==> config.mk <==
export PLATFORM = sky130hd
export DESIGN_NAME = multi_button_io_handler
export DESIGN_NICKNAME = d
export VERILOG_FILES = /design/src/rtl/multi_button_io_handler.sv
export SDC_FILE = /design/constraint.sdc
export NUM_CORES = 1
export LEC_CHECK = 0
export CORE_MARGIN = 1
export CORE_UTILIZATION = 60
export CTS_CLUSTER_DIAMETER = 100
export DETAILED_ROUTE_END_ITERATION = 8
export DONT_BUFFER_PORTS = 1
export GPL_TIMING_DRIVEN = 0
export PLACE_DENSITY_LB_ADDON = 0.1
export SLEW_MARGIN = 20
export SYNTH_ARGS = -nofsm -noshare
export SYNTH_HDL_FRONTEND = slang
export SYNTH_SLANG_ARGS = --single-unit
==> constraint.sdc <==
create_clock -name sys_clk -period 6.13 [get_ports sys_clk]
set_input_delay 0.9195 -clock sys_clk [delete_from_list [all_inputs] [get_ports sys_clk]]
set_output_delay 0.9195 -clock sys_clk [all_outputs]
set_load 0.02 [all_outputs]
==> src/rtl/multi_button_io_handler.sv <==
// Front-panel button debounce, one-hot mode stepping with comm-deferral, and activity LED stretch.
// Optional long-press detection is enabled by defining LONG_PRESS_EN.
module multi_button_io_handler #(
  parameter int NUM_BTNS             = 4,
  parameter int MODE_WIDTH           = 4,
  parameter bit BUTTONS_ACTIVE_LOW   = 1'b1,
  parameter int SYS_FREQ_HZ          = 12_000_000,
  parameter int DEBOUNCE_DURATION_US = 1_000,
  parameter int LONG_PRESS_MS        = 1_000,
  parameter int ACT_LED_HOLD_MS      = 50
) (
  input  logic                  sys_clk,
  input  logic                  rst,
  input  logic [NUM_BTNS-1:0]   btn_in,
  input  logic                  comm_active,
  output logic [NUM_BTNS-1:0]   btn_state,
  output logic [NUM_BTNS-1:0]   btn_press,
  output logic [NUM_BTNS-1:0]   btn_long,
  output logic [MODE_WIDTH-1:0] mode_select,
  output logic                  mode_changed,
  output logic [MODE_WIDTH-1:0] mode_leds,
  output logic                  comm_active_led
);

  localparam int DEB_CNT  = DEBOUNCE_DURATION_US * (SYS_FREQ_HZ / 1_000_000);
  localparam int DEB_EFF  = (DEB_CNT < 1) ? 1 : DEB_CNT;
  localparam int DEB_W    = $clog2(DEB_EFF + 1);
  localparam logic [DEB_W-1:0] DEB_LAST = DEB_W'(DEB_EFF - 1);

  localparam int HOLD_CNT = ACT_LED_HOLD_MS * (SYS_FREQ_HZ / 1_000);
  localparam int HOLD_W   = $clog2(HOLD_CNT + 2);
  localparam logic [HOLD_W-1:0] HOLD_LOAD = HOLD_W'(HOLD_CNT);

  localparam logic [NUM_BTNS-1:0]   IDLE_RAW = {NUM_BTNS{BUTTONS_ACTIVE_LOW}};
  localparam logic [MODE_WIDTH-1:0] MODE_ONE = MODE_WIDTH'(1);

  typedef enum logic [1:0] {
    REQ_NONE,
    REQ_NEXT,
    REQ_PREV,
    REQ_HOME
  } req_t;

  logic [NUM_BTNS-1:0] sync_q1;
  logic [NUM_BTNS-1:0] sync_q2;
  logic [NUM_BTNS-1:0] level;
  logic [DEB_W-1:0]    deb_cnt [NUM_BTNS];
  logic [HOLD_W-1:0]   hold_cnt;
  logic                long_home;
  req_t                req;
  req_t                pending;
  req_t                eff_req;

  // Synchronisers reset to the released pin level so no phantom press follows reset.
  always_ff @(posedge sys_clk) begin
    if (rst) begin
      sync_q1 <= IDLE_RAW;
      sync_q2 <= IDLE_RAW;
    end else begin
      sync_q1 <= btn_in;
      sync_q2 <= sync_q1;
    end
  end

  assign level = sync_q2 ^ IDLE_RAW;

  always_ff @(posedge sys_clk) begin
    if (rst) begin
      btn_state <= '0;
      btn_press <= '0;
      for (int i = 0; i < NUM_BTNS; i++) deb_cnt[i] <= '0;
    end else begin
      for (int i = 0; i < NUM_BTNS; i++) begin
        btn_press[i] <= 1'b0;
        if (level[i] == btn_state[i]) begin
          deb_cnt[i] <= '0;
        end else if (deb_cnt[i] == DEB_LAST) begin
          btn_state[i] <= level[i];
          btn_press[i] <= level[i];
          deb_cnt[i]   <= '0;
        end else begin
          deb_cnt[i] <= deb_cnt[i] + 1'b1;
        end
      end
    end
  end

`ifdef LONG_PRESS_EN
  localparam int LONG_CNT = LONG_PRESS_MS * (SYS_FREQ_HZ / 1_000);
  localparam int LONG_EFF = (LONG_CNT < 1) ? 1 : LONG_CNT;
  localparam int LONG_W   = $clog2(LONG_EFF + 1);
  localparam logic [LONG_W-1:0] LONG_LAST = LONG_W'(LONG_EFF - 1);
  localparam logic [LONG_W-1:0] LONG_SAT  = LONG_W'(LONG_EFF);

  logic [LONG_W-1:0] long_cnt [NUM_BTNS];

  // Counter parks at LONG_SAT so a held button fires only once until released.
  always_ff @(posedge sys_clk) begin
    if (rst) begin
      btn_long <= '0;
      for (int i = 0; i < NUM_BTNS; i++) long_cnt[i] <= '0;
    end else begin
      for (int i = 0; i < NUM_BTNS; i++) begin
        btn_long[i] <= 1'b0;
        if (!btn_state[i]) begin
          long_cnt[i] <= '0;
        end else if (long_cnt[i] != LONG_SAT) begin
          long_cnt[i] <= long_cnt[i] + 1'b1;
          btn_long[i] <= (long_cnt[i] == LONG_LAST);
        end
      end
    end
  end

  assign long_home = btn_long[0];
`else
  assign btn_long  = '0;
  assign long_home = 1'b0;
`endif

  always_comb begin
    req = REQ_NONE;
    if (long_home)                        req = REQ_HOME;
    else if (btn_press[0] && !btn_press[1]) req = REQ_NEXT;
    else if (btn_press[1] && !btn_press[0]) req = REQ_PREV;
  end

  // A fresh request in the release cycle supersedes whatever was deferred.
  assign eff_req = (req != REQ_NONE) ? req : pending;

  always_ff @(posedge sys_clk) begin
    if (rst) begin
      mode_select  <= MODE_ONE;
      mode_changed <= 1'b0;
      pending      <= REQ_NONE;
    end else begin
      mode_changed <= 1'b0;
      if (comm_active) begin
        if (req != REQ_NONE) pending <= req;
      end else begin
        pending <= REQ_NONE;
        case (eff_req)
          REQ_NEXT: begin
            mode_select  <= {mode_select[MODE_WIDTH-2:0], mode_select[MODE_WIDTH-1]};
            mode_changed <= 1'b1;
          end
          REQ_PREV: begin
            mode_select  <= {mode_select[0], mode_select[MODE_WIDTH-1:1]};
            mode_changed <= 1'b1;
          end
          REQ_HOME: begin
            mode_select  <= MODE_ONE;
            mode_changed <= 1'b1;
          end
          default: ;
        endcase
      end
    end
  end

  assign mode_leds = mode_select;

  always_ff @(posedge sys_clk) begin
    if (rst)                   hold_cnt <= '0;
    else if (comm_active)      hold_cnt <= HOLD_LOAD;
    else if (hold_cnt != '0)   hold_cnt <= hold_cnt - 1'b1;
  end

  assign comm_active_led = comm_active | (hold_cnt != '0);

endmodule

==> results of run 1 <==
-- power breakdown --
| part | switching (mW) | internal (mW) |
|---|---|---|
| Sequential | 0.0302 | 0.728 |
| Combinational | 0.0702 | 0.0472 |
| Clock | 0.234 | 0.157 |
| Total | 0.334 | 0.932 |
-- metal layers --
metal,global-route usage,up-vias
li1,-,1897
met1,0.3088,1739
met2,0.3658,55
met3,0.04065,9
met4,0.08974,0
met5,0,-
-- synthesized netlist by cell type, types with 15 or more instances --
cell type / count
a21oi_1: 26
dfxtp_1: 43
edfxtp_1: 56
inv_1: 17
nand2_1: 31
nand3_1: 20
nand4_1: 19
nor2_1: 74
nor3_1: 15
o21ai_0: 19
or2_2: 15
xnor2_1: 28
xor2_1: 21
-- worst max-delay path by stage --
stage	from	to	slack (ps)	cells after the start
2_1_floorplan	hold_cnt[0]	comm_active_led	3470	6
3_3_place_gp	comm_active	comm_active_led	3270	3
3_5_place_dp	hold_cnt[0]	comm_active_led	3250	6
4_1_cts	hold_cnt[0]	comm_active_led	2830	6
5_1_grt	hold_cnt[0]	comm_active_led	2690	6
6_report	hold_cnt[0]	comm_active_led	2840	6
-- final cells by class --
cell class	instances	area (um^2)	share of cell area
Tap cell	102	127.6	0.02322
Buffer	22	122.6	0.02231
Clock buffer	10	131.4	0.02390
Sequential cell	99	2542	0.4626
Multi-Input combinational cell	425	2457	0.4471
Clock inverter	6	47.55	0.008650
Inverter	18	67.56	0.01229
-- cells in the final DEF (no fill, tap or decap), types with 11 or more instances in the layout --
master	count
nand3_1	20
nor2_1	74
nor3_1	15
a21oi_1	26
nor4_1	11
xor2_1	21
or4_1	11
edfxtp_1	56
conb_1	60
nand4_1	19
o21ai_0	19
or2_2	15
nand2_1	31
xnor2_1	28
inv_1	17
dfxtp_1	43
-- cell families after synthesis --
kind of cell / synth area share
and+or+nand+nor: 0.2526
DFF: 0.5113
AOI/OAI and AO/OA: 0.07776
xor gates and xnor gates: 0.08631
buffers and inverters: 0.03825
adders and majority gates: 0.02013
muxes: 0.01208
other: 0.001510
-- registers in the layout, summed over array words and instances (netlist names) --
signal	cells
deb_cnt	56
hold_cnt	20
btn_press	4
btn_state	4
mode_leds	4
sync_q1	4
sync_q2	4
pending	2
mode_changed	1
-- per-stage QoR --
step / area (um^2) / setup WS, ps / utilization / cells / hold WS [ps]
5_1_grt: 5497 / 2689 / 0.6969 / 682 / 429.4
3_5_place_dp: 5318 / 3248 / 0.6742 / 666 / 396.9
3_3_place_gp: 5318 / 3267 / 0.6742 / 666 / 394.9
2_1_floorplan: 5190 / 3466 / - / 564 / 389.5
4_1_cts: 5497 / 2835 / 0.6969 / 682 / 420.2
6_report: 5497 / 2838 / 0.6969 / 682 / 423.7
==> results.md, run 1 <==
* Status: finished, final reports clean
* Critical R2R Launch: deb_cnt[2][5]
* Period utilisation layout at 0.5371
* Req. time, crit path at 5210 ps
* Clock slew at reported path FFs at 100 ps
* Antenna-violating nets left at 0
* Post-synth EDFFs at 56
* Syn. warnings at 0
* Async SR Flop Fraction at 0
* Final hold vios at 0
* Max clock buf depth at 2
* Startpoint Class: register
* CTS sink count at 99
* Clk_skew at 12.12 ps
* Vias in the first global route at 3487
* Reg-to-reg endpoint: deb_cnt[2][6]
* Post-CTS sizing at 0
* Reg-to-reg slack, setup at 3590 ps
* Number of port buffers at 0
* DP HPWL at 6714 um
* Min-Delay Path Depth at 1
* Hold_buf cts at 0
* Area of the core at 0.007888 mm^2
* Top cells by area, synth: edfxtp_1 34%, dfxtp_1 17%, nor2_1 5.6%
* Via count at 3700
* CP Class: register to output pin
* Post-detailed-routing wire length at 9209 um
* Antenna diodes at 0
* GRT Total Usage at 0.2283
* RSZ-0062 raised after global routing: no
* Synth top area share at 0.3382
* Initial antenna violation count at 0
* Hold Crit Class: register to register
* Post-Syn Area at 0.004972 mm^2
* Met2 Wirelength at 4323 um
* Yosys top cell by area: edfxtp_1
* Power density cells at 230.4 mW/mm^2
* H-tree depth at 3
* R2R cell count at 6
* IO Pins at 29
* Tmin final at 3292 ps
* Count of pins over their slew limit at 0
* Root Driver: clkbuf_8
* Fillers at 619
* Pleak at 1.981 nW
* Yosys reg bits at 99
* Post-synth top flop: edfxtp_1
* CP max stage delay at approximately 540 ps
* Setup_tns at 0 ps
* Peak VDD IR at 0.1351 mV
* DR top layer: met4
* Syn_area_per_cell at 9.827 um^2
* Bufs and invs on worst path at 2
* Share of cells above drive strength 1 at 0.08621
* Maxcap violations at 0
* DR WL met3 at 307 um
* First-pass GRT wire length at 15610 um
* WL per Instance at 13.50 um
* CP Cell Sequence: inv_1 > ha_1 > or4b_1 > nor4_1 > buf_2 > nand3_1
* Post-CTS setup buffer count at 0
* Slew @ Worst Pin at 722.2 ps
* # nets final at 590
* Sink of the worst hold path: sync_q2[1]
* Relative slew slack at 0.5148
* Worst path slowest cell: or4b_1
* DRC viols at 0
* Setup violations, final at 0
* Worst hold start: sync_q1[1]
* Pin count of the biggest net entering global routing at 18
* GP Congestion at 0.8370
* Post-synthesis sequential area ratio at 0.5113
* Drt pass-1 iters at 4
* Die area at 0.008656 mm^2
* Die height at 93.04 um
* Die width at slightly above 90 um
* Initial Util at 0.6304
* Area Overhead vs Synth at 10.54%
* CP max FO at 10
* Clk_lat worst skew at roughly 360 ps
* Iter 0 DRT Violations at between 150 and 200
* Total power at 1.266 mW
* Remaining global-route overflow at 0
* FMAX at 303.7 MHz
* CTS tree: built
* TritonCTS buffer count at 9
* CP Capture Type: output pin
* Post-Syn Instances at between 500 and 600
* Row count at 32
* DRT met1 WL at between 4000 and 5000 um
* Vias per inst at 5.425
* CP Data Arrival Time at 2370 ps
* Top Family by Delay on Critical Path: simple AND/OR/NAND/NOR gates
* Yosys cell types at 47
Note: power is estimated with default switching activity, not from simulation.
==> inputs of run 2 (changes only) <==
CORE_UTILIZATION = 57   (was 60)
clock period = 2.7 ns   (was 6.13 ns; I/O delays follow)
==> run 2 against run 1 <==
  * Cell area is 0.93% higher
  * Sequential power is 130% higher
  * Combinational power is 130% higher
  * Sequential share of layout area is 0.43 points lower
  * Die area is 5.1% higher
  * Clock power is 150% higher
  * Hold slack worse by 270 ps
  * Global-route usage is 1.4 points lower
  * Critical endpoint unchanged
  * Largest power group unchanged
==> results.md, run 2 (synthesized netlist as in run 1, its figures left out) <==
* Biggest regs: deb_cnt (56), hold_cnt (20)
* Reg-to-reg endpoint: deb_cnt[2][6]
* WL per Instance at 13.32 um
* Vias per inst at 5.345
* Die height at 95.40 um
* Count of pins over their slew limit at 0
* FMAX at 391.7 MHz
* Via count at 3661
* DP HPWL at 6647 um
* Number of port buffers at 0
* IO Pins at 29
* Power density cells at ~530 mW/mm^2
* Post-CTS setup buffer count at 0
* Clock slew at reported path FFs at 90 ps
* Largest register FFs at between 50 and 60
* Row count at 33
* Setup violations, final at 0
* CP max FO at 10
* Final Cell Area at ~0.0055 mm^2
* Hold Crit Class: primary input to register
* Area of the core at approximately 0.0083 mm^2
* GP Congestion at 0.8509
* Pleak at 1.989 nW
* Relative slew slack at 0.5341
* Reg-to-reg slack, setup at 230 ps
* Worst hold start: btn_in[2]
* Initial antenna violation count at 0
* DRC viols at 0
* Sink of the worst hold path: sync_q1[2]
* Area Overhead vs Synth at 11.58%
* Setup_tns at 0 ps
* Layout Cells excl Fill at 685
* Antenna diodes at 0
* Hold_buf cts at 0
* Layout Utilization at 0.6652
* Root Driver: clkbuf_8
* CTS sink count at 99
* CTS tree: built
* Slew @ Worst Pin at about 690 ps
* CP Class: register to output pin
* Peak VDD IR at ~0.33 mV
* Most frequent cells in the layout: 74 x nor2_1, 60 x conb_1, 56 x edfxtp_1
* Initial Util at 0.5962
* Period utilisation layout at 0.9456
* Antenna-violating nets left at 0
* Die area at 0.009101 mm^2
* H-tree depth at 3
* TritonCTS buffer count at 9
* Critical R2R Launch: deb_cnt[2][5]
* # nets final at 590
* Status: finished, final reports clean
* CP Data Arrival Time at between 2000 and 2500 ps
* Post-detailed-routing wire length at 9125 um
* Largest reg by FF count: deb_cnt
* Max clock buf depth at 2
* Remaining global-route overflow at 0
* First-pass GRT wire length at about 15000 um
* Final hold vios at 0
* Placed insts at between 600 and 700
* RSZ-0062 raised after global routing: no
* Most common cell after layout, fill and taps aside: nor2_1
* Req. time, crit path at 2300 ps
* Hold slack at 151.6 ps
* Min-Delay Path Depth at 1
* Iter 0 DRT Violations at around 130
* Die width at 95.40 um
* Vias in the first global route at 3451
* Tmin final at 2553 ps
* Drt pass-1 iters at 4
* Pin count of the biggest net entering global routing at 16
* Placed cell area at roughly 0.0053 mm^2
* CP Capture Type: output pin
* Clk_lat worst skew at 350 ps
* GRT Total Usage at 0.2145
* R2R cell count at 6
* Startpoint Class: register
* Share of cells above drive strength 1 at 0.08621
* Clk_skew at 11.06 ps
* Maxcap violations at 0
==> run 2: changes by cell type in the layout (fill, tap and decap cells not counted), sizes merged <==
cell	change
clkinv	-1
inv	-3
clkinvlp	-1
bufinv	+1
clkbuf	+4
==> run 2: per-layer routing <==
layer	share of wire	GRT usage	wire length, um
met1	0.47	0.2688	4329
met2	0.48	0.3762	4403
met3	0.034	0.04466	308
met4	0.0092	0.05348	84
met5	0	0	0
==> run 2: repair_timing <==
item,4_1_cts,5_1_grt
resized for setup,2,5
pin swaps,0,0
endpoints found under the setup margin,1,11
==> run 2: layout make-up <==
| cell class | instances | area, um^2 |
|---|---|---|
| buffer | 22 | 125.1 |
| clock buffer | 14 | 163.9 |
| clock inverter | 2 | 33.78 |
| fill | 701 | 2793 |
| inverter | 18 | 67.56 |
| multi-input combinational | 425 | 2484 |
| sequential | 99 | 2542 |
| tap | 105 | 131.4 |
==> run 2: report_power, final <==
part / switching (mW) / total [mW] / internal [mW] / leakage [nW]
sequential: 0.0682 / 1.72 / 1.65 / 0.930
clock: 0.478 / 0.963 / 0.485 / 0.0975
combinational: 0.163 / 0.274 / 0.110 / 0.961
total: 0.709 / 2.96 / 2.25 / 1.99
==> run 2: worst max path at each step <==
stage	start	end	cells past startpoint
after floorplan	deb_cnt[1][5]	deb_cnt[1][9]	6
after global placement	deb_cnt[1][5]	deb_cnt[1][12]	6
after detailed placement	deb_cnt[1][5]	deb_cnt[1][10]	6
after CTS	hold_cnt[2]	comm_active_led	3
after global routing	hold_cnt[0]	comm_active_led	6
final	hold_cnt[0]	comm_active_led	6
==> run 2: critical path: stages (launching register included) <==
cell	delay, ps
dfxtp_1	350
inv_1	100
ha_1	160
or4b_4	500
nor4_2	300
buf_4	230
nand3_2	160
==> run 2: stage by stage <==
| step | power, mW | setup slack, ps |
|---|---|---|
| floorplan | 1.954 | 538.4 |
| finish | 2.957 | 146.9 |
| global placement | 2.005 | 153.3 |
| detailed placement | 2.013 | 102.4 |
| CTS | 2.968 | 41.35 |
| global route | 3.086 | 32.58 |
